<file path="config.mk">
export PLATFORM = sky130hd
export DESIGN_NAME = flash_read_seq
export DESIGN_NICKNAME = d
export VERILOG_FILES = /design/src/rtl/flash_read_seq.sv
export SDC_FILE = /design/constraint.sdc
export NUM_CORES = 1
export LEC_CHECK = 0
export CAP_MARGIN = 0
export CORE_MARGIN = 2
export CORE_UTILIZATION = 40
export CTS_CLUSTER_SIZE = 30
export DETAILED_ROUTE_END_ITERATION = 7
export PLACE_DENSITY_LB_ADDON = 0.08
export SLEW_MARGIN = 40
export SYNTH_ARGS = -nofsm -noshare
export SYNTH_HDL_FRONTEND = slang
export SYNTH_SLANG_ARGS = --single-unit
</file>
<file path="constraint.sdc">
create_clock -name wb_clk_i -period 1.6 [get_ports wb_clk_i]
set_input_delay 0.16 -clock wb_clk_i [delete_from_list [all_inputs] [get_ports wb_clk_i]]
set_output_delay 0.16 -clock wb_clk_i [all_outputs]
set_load 0.01 [all_outputs]
</file>
<file path="src/rtl/flash_read_seq.sv">
// Read sequencer for the 8x8 NAND flash array: times select/word lines and sense strobes.
// Optional double-sense with mismatch flag under `FLASH_RD_DOUBLE_SENSE_EN.
module flash_read_seq #(
    parameter int unsigned T_SETUP     = 4,
    parameter int unsigned T_PRE       = 2,
    parameter int unsigned T_SENSE     = 3,
    parameter logic [3:0]  OUT_EN_MASK = 4'hF
) (
    input  logic       wb_clk_i,
    input  logic       rst_n,
    input  logic       cmd_valid,
    output logic       cmd_ready,
    input  logic [2:0] cmd_addr,
    output logic       rd_valid,
    input  logic       rd_ready,
    output logic [7:0] rd_data,
    output logic       rd_err,
    output logic       busy,
    output logic [1:0] ssl,
    output logic [1:0] gsl,
    output logic [3:0] wl0,
    output logic [3:0] wl1,
    output logic       sl,
    output logic       vbpw,
    output logic       sen1,
    output logic       sen2,
    output logic [3:0] out_en,
    input  logic [7:0] sa_out
);

    typedef enum logic [3:0] {
        StIdle, StSetup, StPre, StSense, StLatch, StRecov, StPre2, StSense2, StLatch2
    } state_e;

    localparam logic [3:0] SETUP_LD = 4'(T_SETUP - 1);
    localparam logic [3:0] PRE_LD   = 4'(T_PRE - 1);
    localparam logic [3:0] SENSE_LD = 4'(T_SENSE - 1);

    state_e     state_q, state_d;
    logic [3:0] cnt_q, cnt_d;
    logic [2:0] addr_q, addr_d;
    logic       accept;

    logic       active, busy_d, sen1_d, sen2_d;
    logic [1:0] sel_d;
    logic [3:0] wl_sel, wl0_d, wl1_d, out_en_d;
    logic       rd_valid_d;
    logic [7:0] rd_data_d;

    assign cmd_ready = (state_q == StIdle) && !rd_valid;
    assign accept    = cmd_valid && cmd_ready;
    assign sl        = 1'b0;
    assign vbpw      = 1'b0;

    always_comb begin
        state_d = state_q;
        cnt_d   = cnt_q;
        addr_d  = addr_q;
        case (state_q)
            StIdle: begin
                if (accept) begin
                    state_d = StSetup;
                    cnt_d   = SETUP_LD;
                    addr_d  = cmd_addr;
                end
            end
            StSetup: begin
                if (cnt_q == 4'd0) begin
                    state_d = StPre;
                    cnt_d   = PRE_LD;
                end else begin
                    cnt_d = cnt_q - 4'd1;
                end
            end
            StPre, StPre2: begin
                if (cnt_q == 4'd0) begin
                    state_d = (state_q == StPre) ? StSense : StSense2;
                    cnt_d   = SENSE_LD;
                end else begin
                    cnt_d = cnt_q - 4'd1;
                end
            end
            StSense, StSense2: begin
                if (cnt_q == 4'd0) begin
                    state_d = (state_q == StSense) ? StLatch : StLatch2;
                end else begin
                    cnt_d = cnt_q - 4'd1;
                end
            end
`ifdef FLASH_RD_DOUBLE_SENSE_EN
            StLatch: begin
                state_d = StPre2;
                cnt_d   = PRE_LD;
            end
`else
            StLatch:  state_d = StRecov;
`endif
            StLatch2: state_d = StRecov;
            StRecov:  state_d = StIdle;
            default:  state_d = StIdle;
        endcase
    end

    // Array controls are decoded from the next state so the registered lines
    // line up exactly with the state they belong to.
    always_comb begin
        active = (state_d != StIdle) && (state_d != StRecov);
        busy_d = (state_d != StIdle);
        sel_d  = 2'b00;
        wl_sel = ~(4'b0001 << addr_d[1:0]);
        wl0_d  = 4'h0;
        wl1_d  = 4'h0;
        if (active) begin
            sel_d = addr_d[2] ? 2'b10 : 2'b01;
            if (addr_d[2]) begin
                wl1_d = wl_sel;
            end else begin
                wl0_d = wl_sel;
            end
        end
        sen1_d   = (state_d == StPre) || (state_d == StPre2);
        sen2_d   = (state_d == StSense) || (state_d == StSense2);
        out_en_d = ((state_d == StLatch) || (state_d == StLatch2)) ? OUT_EN_MASK : 4'h0;
    end

    always_comb begin
        rd_valid_d = rd_valid;
        rd_data_d  = rd_data;
        if (rd_valid && rd_ready) begin
            rd_valid_d = 1'b0;
        end
        if (state_q == StRecov) begin
            rd_valid_d = 1'b1;
        end
`ifdef FLASH_RD_DOUBLE_SENSE_EN
        if (state_q == StLatch2) begin
            rd_data_d = sa_out;
        end
`else
        if (state_q == StLatch) begin
            rd_data_d = sa_out;
        end
`endif
    end

    always_ff @(posedge wb_clk_i or negedge rst_n) begin
        if (!rst_n) begin
            state_q  <= StIdle;
            cnt_q    <= 4'd0;
            addr_q   <= 3'd0;
            busy     <= 1'b0;
            ssl      <= 2'b00;
            gsl      <= 2'b00;
            wl0      <= 4'h0;
            wl1      <= 4'h0;
            sen1     <= 1'b0;
            sen2     <= 1'b0;
            out_en   <= 4'h0;
            rd_valid <= 1'b0;
            rd_data  <= 8'h00;
        end else begin
            state_q  <= state_d;
            cnt_q    <= cnt_d;
            addr_q   <= addr_d;
            busy     <= busy_d;
            ssl      <= sel_d;
            gsl      <= sel_d;
            wl0      <= wl0_d;
            wl1      <= wl1_d;
            sen1     <= sen1_d;
            sen2     <= sen2_d;
            out_en   <= out_en_d;
            rd_valid <= rd_valid_d;
            rd_data  <= rd_data_d;
        end
    end

`ifdef FLASH_RD_DOUBLE_SENSE_EN
    logic [7:0] sample1_q;
    logic       err_q;

    always_ff @(posedge wb_clk_i or negedge rst_n) begin
        if (!rst_n) begin
            sample1_q <= 8'h00;
            err_q     <= 1'b0;
        end else begin
            if (state_q == StLatch) begin
                sample1_q <= sa_out;
            end
            if (state_q == StLatch2) begin
                err_q <= (sa_out != sample1_q);
            end
        end
    end

    assign rd_err = err_q;
`else
    assign rd_err = 1'b0;
`endif

endmodule

</file>
### After elaboration in Yosys (flattened, before gate mapping)

Cells that the tools add are included.

| storage, ports and cells | value |
|---|---|
| bits in latches | 0 |
| bits in registers | 37 |
| RAM bits | 0 |
| memories kept | 0 |
| memory bits (read-only) | 0 |
| word-level logic and storage cells | 72 |
| output and inout port bits | 32 |

| cells by class | value |
|---|---|
| reduce and logical (&&, ||, !) cells | 17 |
| divide/modulo/power cells | 0 |
| $add $sub $neg | 1 |
| mux-type cells | 23 |
| shift-type cells | 1 |
| bitwise gates (word level) | 1 |
| magnitude comparators | 0 |
| equality and inequality tests | 17 |
| multiply operators | 0 |

Operators with widths:

| operator | number |
|---|---|
| $mux W4 | 14 |
| $eq A4 B3 Y1 const B | 7 |
| $pmux W4 S5 | 1 |
| $eq A4 B2 Y1 const B | 4 |
| $pmux W4 S4 | 1 |
| $mux W3 | 3 |
| $eq A4 B4 Y1 const B | 2 |
| $logic_not A4 Y1 | 2 |
| $reduce_bool A4 Y1 | 2 |
| $reduce_or A2 Y1 | 3 |
| $eq A4 B1 Y1 const B | 1 |
| $logic_and A1 B1 Y1 | 4 |
| $mux W2 | 2 |
| $ne A2 B2 Y1 const B | 2 |
| $ne A4 B3 Y1 const B | 1 |
| $not A4 Y4 | 1 |
| $shl A1 B2 Y4 const A | 1 |
| $sub A4 B1 Y4 const B | 1 |
| $logic_or A1 B1 Y1 | 3 |
| $reduce_and A3 Y1 | 1 |
| $mux W1 | 2 |
| $reduce_bool A2 Y1 | 1 |
| $logic_not A1 Y1 | 1 |

### Logic depth before layout (Yosys ltp)

Gate-level depths: netlist of the first run.

| depth | value |
|---|---|
| depth after elaboration | 9 |
| mapped depth | 6 |

### Worst setup path after synthesis of the first run

No wires, ideal clock.

| timing path | value |
|---|---|
| path type | register to register |
| start | register cnt_q[0] |
| end | register state_q[2] |
| slack | -0.084 ns |
| cell stages (with the launch flop) | 7 |
| data arrival time | 1.546 ns |
| buffers on the path | 0 |
| data required time | 1.462 ns |
| setup time | 0.138 ns |
| path through | dfrtp_1 inv_1 ha_1 nor3b_2 mux2_2 a221oi_1 a21oi_1 |

| between the ends | value |
|---|---|
| cells in the longest elaborated chain, start to end | 3 |
| elaborated cells between the ends (all ways) | 5 |
| classes of those cells | mux: 4; reduce/logical: 1 |

RTL lines:

| what | RTL line | text |
|---|---|---|
| from (decl) | 40 | `logic [3:0] cnt_q, cnt_d;` |
| from (signal assigned) | 163 | `cnt_q <= cnt_d;` |
| $logic_not A4 Y1 (*) | 68, 76, 84 |  |
| $mux W4 (on tied branches) | 84, 68, 76 |  |
| $pmux W4 S5 (*) | 59 | `case (state_q)` |
| named net state_d[2] | 39 | `state_e state_q, state_d;` |
| to (signal assigned) | 148 | `state_q <= StIdle;` |
| to (signal assigned) | 162 | `state_q <= state_d;` |
| to (decl) | 39 |  |

The timed path passes the listed nets; every way through them passes the cells marked *.
A chain may end at the register's enable or synchronous reset.

### Final worst setup path of the first run

| timing path | value |
|---|---|
| start | register state_q[2] |
| end | register wl0[3] |

| between the ends | value |
|---|---|
| cells in the longest elaborated chain, start to end | 9 |
| elaborated cells between the ends (all ways) | 29 |
| classes of those cells | eq/ne: 8; shift: 1; mux: 11; bitwise: 1; reduce/logical: 8 |

RTL lines:

| what | RTL line | text |
|---|---|---|
| $logic_not A4 Y1 (*) | 50, 59 |  |
| $logic_and A1 B1 Y1 | 50 | `assign cmd_ready = (state_q == StIdle) && !rd_valid;` |
| $logic_and A1 B1 Y1 | 51 | `assign accept = cmd_valid && cmd_ready;` |
| $mux W3 | 61 | `if (accept) begin` |
| $mux W3 (*) | 59 |  |
| named net addr_d[0] | 41 | `logic [2:0] addr_q, addr_d;` |
| $shl A1 B2 Y4 (*) | 110 | `wl_sel = ~(4'b0001 << addr_d[1:0]);` |
| $not A4 Y4 (*) | 110 |  |
| $mux W4 (*) | 115 | `if (addr_d[2]) begin` |
| $mux W4 (*) | 113 | `if (active) begin` |
| named net wl0_d[3] | 46 | `logic [3:0] wl_sel, wl0_d, wl1_d, out_en_d;` |
| to (signal assigned) | 168 | `wl0 <= wl0_d;` |
| to (decl) | 21 | `output logic [3:0] wl0,` |

Marked as above.

==> results.yml, run 1 <==
sta:
  setup_viol: 7
  fin_crit_ns: 1.64
  holdWs_ns: 0.285
  max_freq_mhz: 612
  skew_ns: 0.00685
  setup_ws_ns: -0.0352
  fin_tns_setup_ns: -0.137
  post-route-period-util_pct: 102
  drv_slew: 0
  rsz0062_at_grt: "yes"
  finalHoldViolations: 0
worst_setup_path:
  arrival_ns: 1.85
  endpoint: "wl0[3]"
  critPathRequiredTime_ns: 1.81
  critPathKind: "reg2reg"
  slowest_stage: "dfrtp_1"
  max_stage_delay_ns: 0.38
  start_kind: "flip-flop"
  critical_path_buf_inv_count: 2
  crit_cells: 6
  crit_chain: "buf_4 > nor4_4 > nand2_2 > mux2i_4 > inv_2 > a21oi_1"
  rrSetupSlack_ns: -0.04
  r2r_cells: 6
  end_kind: "flip-flop"
  cp-startpoint: "state_q[2]"
  cp_top_family: "simple AND/OR/NAND/NOR gates"
  path_max_fanout: 11
  r2r_start: "state_q[2]"
  r2r_end: "wl0[3]"
routing:
  wl_um: 3420
  ant_nets: 0
  avgRoutedWirePerCell_um: 13.9
  viasPerCell: 4.96
  initialDrtViolationCount: 49
  drt_first_pass_iters: 4
  vias: 1224
  drcViolationCount: 0
grt:
  grt_pass1_vias: 1174
  grt_pass1_wl_um: 5330
  grt.total_usage_pct: 16.2
  gr-total-overflow: 0
  grt_max_degree: 35
  antenna_found_initial: 0
run_status:
  status: "complete, but fails checks"
  violations: "negative setup slack"
clocking:
  ctsLongestPathBuffers: 2
  tritoncts: "done"
  cts_hold_buf: 0
  clk_latency_ns: 0.28
  htree_levels: 2
  clock-root-buffer: "clkbuf_8"
  clk_pin_slew_ns: 0.07
  numClockSinks: 34
  numCtsBuffers: 5
yosys:
  synth-seq-cells: 34
  synthDistinctLibCells: 40
  yosys_warnings: 0
  synth_top_area_cell: "dfrtp_1"
  synth_area_leaders: "dfrtp_1 54%, mux2_2 6.4%, a21oi_1 5.4%, buf_4 4.3%, mux2i_4 2.8%"
  syn_area_mm2: 0.00158
  seq_area_frac_synth_pct: 53.7
  synthCells: 136
  avgSynthCellArea_um2: 11.6
  synth_top_area_share_pct: 53.7
cells_and_area:
  num-nets-final: 214
  drive_gt1_share_pct: 32.2
  num_antenna_cells: 0
  synthToLayoutAreaGrowth_pct: 49.7
floorplan:
  dieArea_mm2: 0.00448
  initial_utilization_pct: 42.3
  core-area_mm2: 0.00374
  rows: 22
  pin_count: 47
  fp.dieW_um: 66.9
  die_h_um: 66.9
pwr:
  leakage_nw: 1.04
  total_power_mw: 5.10
  power_density_mw_per_mm2: 2150
  ir_worst_vdd_mv: 0.878
run:
  max-cap-violations: 0
place:
  place_ws_ns: -0.0999
  gp_congestion: 0.779
  place.port_buffers: 43
  hpwlAfterDp_um: 2390
hold_path:
  hp-class: "in2async"
==> placed cells by master (no fill, tap or decap), types with 2 or more instances in the layout <==
master	n
o21ai_0	3
nand2_1	6
nor2b_1	2
dfrtp_1	34
inv_2	3
inv_1	7
conb_1	3
nor2_1	5
clkdlybuf4s50_1	42
clkbuf_8	5
or3_1	2
a21oi_1	12
buf_6	3
a21oi_2	5
o32ai_1	2
bufinv_16	2
nor3_1	2
mux2i_4	2
mux2_2	8
nand2b_1	3
buf_4	19
nand3_1	3
==> cell families (layout without fill, tap and decap cells) <==
group | Yosys count | in the layout | synth area share (%)
AOI/OAI and AO/OA | 29 | 29 | 11.8
xor gates and xnor gates | 1 | 1 | 0.553
adders and majority gates | 1 | 1 | 0.790
muxes | 12 | 12 | 9.87
other | 1 | 3 | 0.237
and+or+nand+nor | 36 | 36 | 15.6
DFF | 34 | 34 | 53.7
buffers and inverters | 22 | 83 | 7.50
==> timing repair <==
action,4_1_cts,5_1_grt
hold endpoints to repair,0,0
endpoints found under the setup margin,8,16
cloned,0,0
gates resized for setup,8,10
pin swaps,3,2
buffers inserted,3,4
==> sequential cells by signal, indices dropped and copies added, names as in the netlist <==
name and count:
busy 1, sen2 1, gsl 2, rd_data 8, wl1 4, addr_q 3, state_q 4, sen1 1
rd_valid 1, wl0 4, cnt_q 4, out_en 1
==> Yosys cell counts <==
master	count
clkbuf_1	1
and3_1	1
mux2i_4	2
inv_2	2
mux2i_1	1
nand2_1	6
nand2_2	1
or3b_2	1
or4_4	1
nor4_4	1
nor3_1	2
buf_2	2
mux2_2	9
dfrtp_1	34
nor3_4	1
nor4b_1	1
buf_4	9
and2b_1	1
a221o_1	1
o32ai_1	2
or3_1	2
nand3b_4	1
a221oi_1	2
a21o_2	1
o21ai_4	1
o21ai_0	3
nor2b_1	2
ha_1	1
o22a_1	1
xnor2_1	1
a21oi_1	17
or4_1	1
inv_1	8
nand3_1	3
nand2b_1	3
nor2_1	6
nor3b_2	1
conb_1	1
o21a_1	1
or2_2	1
==> layer usage <==
layer / track usage (%) / vias to the layer above / part of all wire, % / wire (um)
li1: - / 582 / - / -
met1: 20.3 / 595 / 44 / 1500
met2: 25.3 / 43 / 49 / 1680
met3: 5.91 / 4 / 5.9 / 201
met4: 6.38 / 0 / 1.2 / 42
met5: 0 / - / 0 / 0
==> final cells by class <==
type,count,area (um^2)
clock buffers,5,68.8
clock inverters,3,68.8
fillers,316,1370
inverters,10,37.5
multi-input cells,82,683
flip-flops and latches,34,851
well taps,48,60.1
repair buffers,65,602
==> power by group <==
group,switching (mW),leakage [nW],internal [mW]
Clock,0.314,0.0683,0.624
Combinational,1.25,0.548,1.48
Sequential,0.198,0.428,1.24
==> through the flow <==
| step | util [%] | cell area (um^2) | instances |
|---|---|---|---|
| 5_1_grt | 63.3 | 2370 | 247 |
| 2_1_floorplan | - | 1610 | 138 |
| 3_3_place_gp | 57.2 | 2140 | 233 |
| 4_1_cts | 61.8 | 2310 | 244 |
| 6_report | 63.3 | 2370 | 247 |
| 3_5_place_dp | 57.2 | 2140 | 233 |
==> worst register-to-register path, delay by kind of cell, from the launching register on <==
| family | cells | cell delay [ns] |
|---|---|---|
| DFF | 1 | 0.38 |
| and+or+nand+nor | 2 | 0.46 |
| muxes | 1 | 0.28 |
| AOI/OAI and AO/OA | 1 | 0.14 |
| buffers and inverters | 2 | 0.30 |
==> worst min path at each step <==
stage	slack, ns	start	cells past startpoint	end
finish	0.28	rst_n	2	gsl[0]
global placement	0.49	rd_data[0]	1	rd_data[0]
CTS	0.30	rst_n	2	gsl[0]
floorplan	-0.14	rst_n	0	addr_q[0]
detailed placement	0.50	rd_data[5]	1	rd_data[5]
global route	0.31	rst_n	2	gsl[0]
Power figures use the tool's default switching activity.
==> inputs of run 2 (changes only) <==
--- a/config.mk
+++ b/config.mk
@@ -6,7 +6,6 @@
 export NUM_CORES = 1
 export LEC_CHECK = 0
 export CAP_MARGIN = 0
-export CORE_MARGIN = 2
 export CORE_UTILIZATION = 40
 export CTS_CLUSTER_SIZE = 30
 export DETAILED_ROUTE_END_ITERATION = 7
==> run 2 against run 1 <==
Global-route usage up 0.68 points. Highest routed layer unchanged. The run still ends with negative setup slack left. Core utilization about the same. Largest cell class unchanged. Final cell count down 1.2%. Worst setup slack better by 0.022 ns. Critical path type unchanged.
==> results.yml, run 2 (synthesis results as in run 1) <==
place:
  hpwlAfterDp_um: 2220
  place.port_buffers: 43
  placed_cell_area_mm2: 0.00214
  place_inst: 231
  gp_congestion: 0.790
run_status:
  status: "complete, but fails checks"
  violations: "negative setup slack"
routing:
  ant_nets: 0
  avgRoutedWirePerCell_um: 12.8
  viasPerCell: 4.89
  initialDrtViolationCount: 69
  wl_um: 3120
  drt_first_pass_iters: 4
  drcViolationCount: 0
  vias: 1194
pwr:
  clkPwrFrac_pct: 16.0
  leakage_nw: 1.02
  power_density_mw_per_mm2: 2100
  p_sw_mw: 1.71
  swShare_pct: 34.7
  power_frac_comb_pct: 54.6
  intPower_mw: 3.22
  ir_worst_vdd_mv: 0.883
  power_frac_seq_pct: 29.5
sta:
  setup_viol: 2
  max_freq_mhz: 620
  holdWs_ns: 0.278
  rsz0062_at_grt: "yes"
  post-route-period-util_pct: 101
  drv_slew: 0
  setup_ws_ns: -0.0135
  finalHoldViolations: 0
  fin_crit_ns: 1.61
  skew_ns: 0.00530
worst_setup_path:
  start_kind: "flip-flop"
  arrival_ns: 1.82
  critPathKind: "reg2reg"
  path_max_fanout: 14
  end_kind: "flip-flop"
  critPathRequiredTime_ns: 1.81
floorplan:
  dieArea_mm2: 0.00422
  rows: 22
  core-area_mm2: 0.00372
  pin_count: 47
  initial_utilization_pct: 42.6
  die_h_um: 64.9
  fp.dieW_um: 64.9
cells_and_area:
  utilization_pct: 63.3
  num_antenna_cells: 0
  final_common_cell: "clkdlybuf4s50_1"
  postLayoutCellArea_mm2: 0.00235
  largest_reg_flops: 8
  synthToLayoutAreaGrowth_pct: 48.6
  drive_gt1_share_pct: 32.1
  num-nets-final: 212
  final_cells: 244
  fillers: 299
  top_register: "rd_data"
  final_cell_mix: "42 x clkdlybuf4s50_1, 34 x dfrtp_1, 15 x buf_4, 14 x a21oi_1, 8 x mux2_2"
grt:
  grt_pass1_vias: 1213
  gr-total-overflow: 0
  antenna_found_initial: 0
  grt.total_usage_pct: 16.9
  grt_pass1_wl_um: 5240
  grt_max_degree: 35
hold_path:
  hp-class: "in2async"
clocking:
  numClockSinks: 34
  numCtsBuffers: 5
  cts_hold_buf: 0
  tritoncts: "done"
  clock-root-buffer: "clkbuf_8"
  htree_levels: 2
  clk_latency_ns: 0.28
  ctsLongestPathBuffers: 2
  clk_pin_slew_ns: 0.07
run:
  max-cap-violations: 0
[run 2: cell count changes in the layout (fill, tap and decap cells not counted), moves of 2 or more]
cell and change:
buf_4 -4, a21oi_1 +2, a21oi_2 -2, inv_1 -2, inv_2 +2, nor2_2 +2
[run 2: metrics by stage]
step	worst slack (ns)	TNS, ns	total power [mW]
floorplan	0.0108	0	2.89
global placement	-0.0694	-0.0922	3.82
detailed placement	-0.0829	-0.271	3.87
CTS	0.000536	0	4.77
global route	-0.0861	-0.722	5.30
finish	-0.0135	-0.0155	4.93
[run 2: path summary, 6_finish.rpt]
| check | from | endpoint | slack, ns | cells after the start |
|---|---|---|---|---|
| max | state_q[1] | wl1[0] | -0.01 | 6 |
| min | rst_n | out_en[2] | 0.28 | 2 |
| max reg2reg | state_q[1] | wl1[0] | -0.01 | 6 |
| min reg2reg | rd_data[4] | rd_data[4] | 0.52 | 1 |
| max in group asynchronous | rst_n | rd_data[1] | 1.02 | 2 |
| min in group wb_clk_i | rd_ready | rd_valid | 0.47 | 2 |
[run 2: critical path, cell delays in order, from the launching register on]
cell and delay [ns]:
dfrtp_1 0.39, buf_6 0.17, nor4_4 0.31, nand2_2 0.15, mux2i_4 0.23, buf_4 0.15
a21oi_1 0.14
[run 2: layout make-up]
class	count	area [um^2]	share of cell area (%)
Timing Repair Buffer	63	603	25.6
Clock buffer	6	82.6	3.51
Sequential cell	34	851	36.2
Tap cell	48	60.1	2.55
Multi-Input combinational cell	82	689	29.3
Inverter	10	37.5	1.59
Clock inverter	1	30.0	1.28
[run 2: power by group through the flow]
stage / registers [mW] / logic, mW / clock network (mW)
2_1_floorplan: 1.59 / 1.30 / 0
3_3_place_gp: 1.44 / 2.38 / 0
3_5_place_dp: 1.47 / 2.40 / 0
4_1_cts: 1.46 / 2.49 / 0.818
5_1_grt: 1.50 / 2.95 / 0.850
6_report: 1.45 / 2.69 / 0.788
[run 2: what timing repair did]
action	4_1_cts	5_1_grt
pin swaps	4	4
resized for setup	9	11
endpoints found under the setup margin	10	14
setup buffers	2	4
gates cloned	0	0
[run 2: routing by layer]
metal  routed length [um]  GRT usage, %
met3                  215          6.51
met2                 1470          28.9
met5                    0             0
met4                   23          5.00
met1                 1410          19.3
==> edit: new RTL, settings of run 1 <==
The option `FLASH_RD_DOUBLE_SENSE_EN` is turned on by a define.
--- a/src/rtl/flash_read_seq.sv
+++ b/src/rtl/flash_read_seq.sv
@@ -1,5 +1,7 @@
 // Read sequencer for the 8x8 NAND flash array: times select/word lines and sense strobes.
 // Optional double-sense with mismatch flag under `FLASH_RD_DOUBLE_SENSE_EN.
+`define FLASH_RD_DOUBLE_SENSE_EN
+
 module flash_read_seq #(
     parameter int unsigned T_SETUP     = 4,
     parameter int unsigned T_PRE       = 2,
Formal check against the unedited RTL: no difference found for any inputs over 10 cycles, from zero or initial values and one cycle with rst_n low; that may be too few to reach the edited logic, so the function may still have changed.
==> edit against run 1 <==
  * The run still ends with negative setup slack left
  * Cell area increased by 27%
  * Setup slack improved by 15 ps
  * Sequential cell count increased by 9
  * Total power increased by 2.1%
  * Area after synthesis increased by 35%
  * Sequential power increased by 26%
  * Sequential share of layout area about the same
  * Wire length increased by 39%
  * Die area increased by 33%
  * Critical path type unchanged
==> edit: results <==
set metrics [dict create \
    port_buffers 44 \
    post-cts-setup-buffers 1 \
    ys_types 44 \
    skew_ps 2.37 \
    cts-resized-gates 10 \
    violations "negative setup slack" \
    grt_pass1_wl_mm 8.05 \
    synth_area_leaders "dfrtp_1 (50%), mux2_2 (8.9%), a21oi_1 (4.2%), xnor2_1 (3.3%), buf_4 (3.2%)" \
    synth_compound_area_share_pct 12.4 \
    cp_max_fo 5 \
    track_usage_pct 17.1 \
    p_leak_uw 0.00126 \
    setup_tns_ps -20.5 \
    dpl.cell_count 327 \
    synthCells 200 \
    status "finished, violations left" \
    worst_skew_pair.late_latency_ps 290 \
    peakVddDrop_mv 0.865 \
    synthXorXnorAreaFrac_pct 3.27 \
    dpl_cell_area_um2 2790 \
    layout.nets 285 \
    synthAdderAreaFrac_pct 0.584 \
    dr.pass1.iters 4 \
    grt_antenna_before_repair 0 \
    routed_wl_mm 4.77 \
    yosysSeqAreaShare_pct 50.2 \
    final_layout_size_suffix_gt1_share_pct 30.0 \
    synth_common_cells "dfrtp_1 (43), a21oi_1 (18), mux2_2 (17), nand2_1 (13), nor2_1 (10)" \
    muxShareOfSynthArea_pct 9.40 \
    setup_viol 1 \
    dpl.hpwl_mm 3.44 \
    postCtsHoldBufs 1 \
    grt_max_degree 28 \
    place.gp.congestion 0.886 \
    fin_ws_ps -20.5 \
    final_cell_count_no_fill 340 \
    viasPerCell 5.03 \
    drt_iter0_markers 87 \
    first_global_vias 1649 \
]
## edit: cell count changes after synthesis, moves of 4 or more
cell / run 1 / this run
dfrtp_1: 34 / 43
xnor2_1: 1 / 8
nand3b_1: 0 / 6
o21ai_0: 3 / 8
nand2_1: 6 / 13
mux2_2: 9 / 17
nor2_1: 6 / 10
## edit: report_power, final
group / internal [uW] / switching, uW
registers: 1510 / 295
clock network: 393 / 369
logic: 1490 / 1150
total: 3390 / 1820
## edit: final timing paths
check / depth (start not counted) / from / slack, ps / end
hold / removal: 2 / rst_n / 320 / rd_valid
hold reg to reg: 1 / rd_data[2] / 510 / rd_data[2]
setup / recovery: 6 / cnt_q[0] / -20 / cnt_q[0]
max in group asynchronous: 3 / rst_n / 790 / state_q[2]
setup reg to reg: 6 / cnt_q[0] / -20 / cnt_q[0]
min in group wb_clk_i: 2 / rd_ready / 470 / rd_valid
## edit: metal layers
layer  global-route usage [%]  up-vias  share of wire [%]
met1                     22.5      821                 46
met3                     5.18       10                5.3
met2                     27.0       50                 47
met5                        0        -                  0
li1                         -      828                  -
met4                     5.89        0                1.8
## edit: stage by stage
step	utilization [%]	hold WS [ps]	power (uW)	setup WS, ps
final	58.5	322	5210	-20.5
after global routing	58.5	364	5570	-74.3
after CTS	57.3	329	5080	-26.1
after detailed placement	54.4	117	4220	-99.1
after global placement	54.4	119	4200	-62.4
after floorplan	-	-136	3210	-41.2
## edit: area by class of cell
cell class              instances  area, um2
clock buffers                   7       96.3
clock inverters                 1       7.51
fillers                       469       2130
inverters                       8       30.0
multi-input cells             133        978
flip-flops and latches         43       1080
well taps                      70       87.6
repair buffers                 78        729
## edit: critical path: stages, from the launching register on
cell and delay (ps):
dfrtp_1 400, inv_2 80, ha_4 120, or3b_4 420, nor3_4 150, o21ba_1 180, o22a_1 150
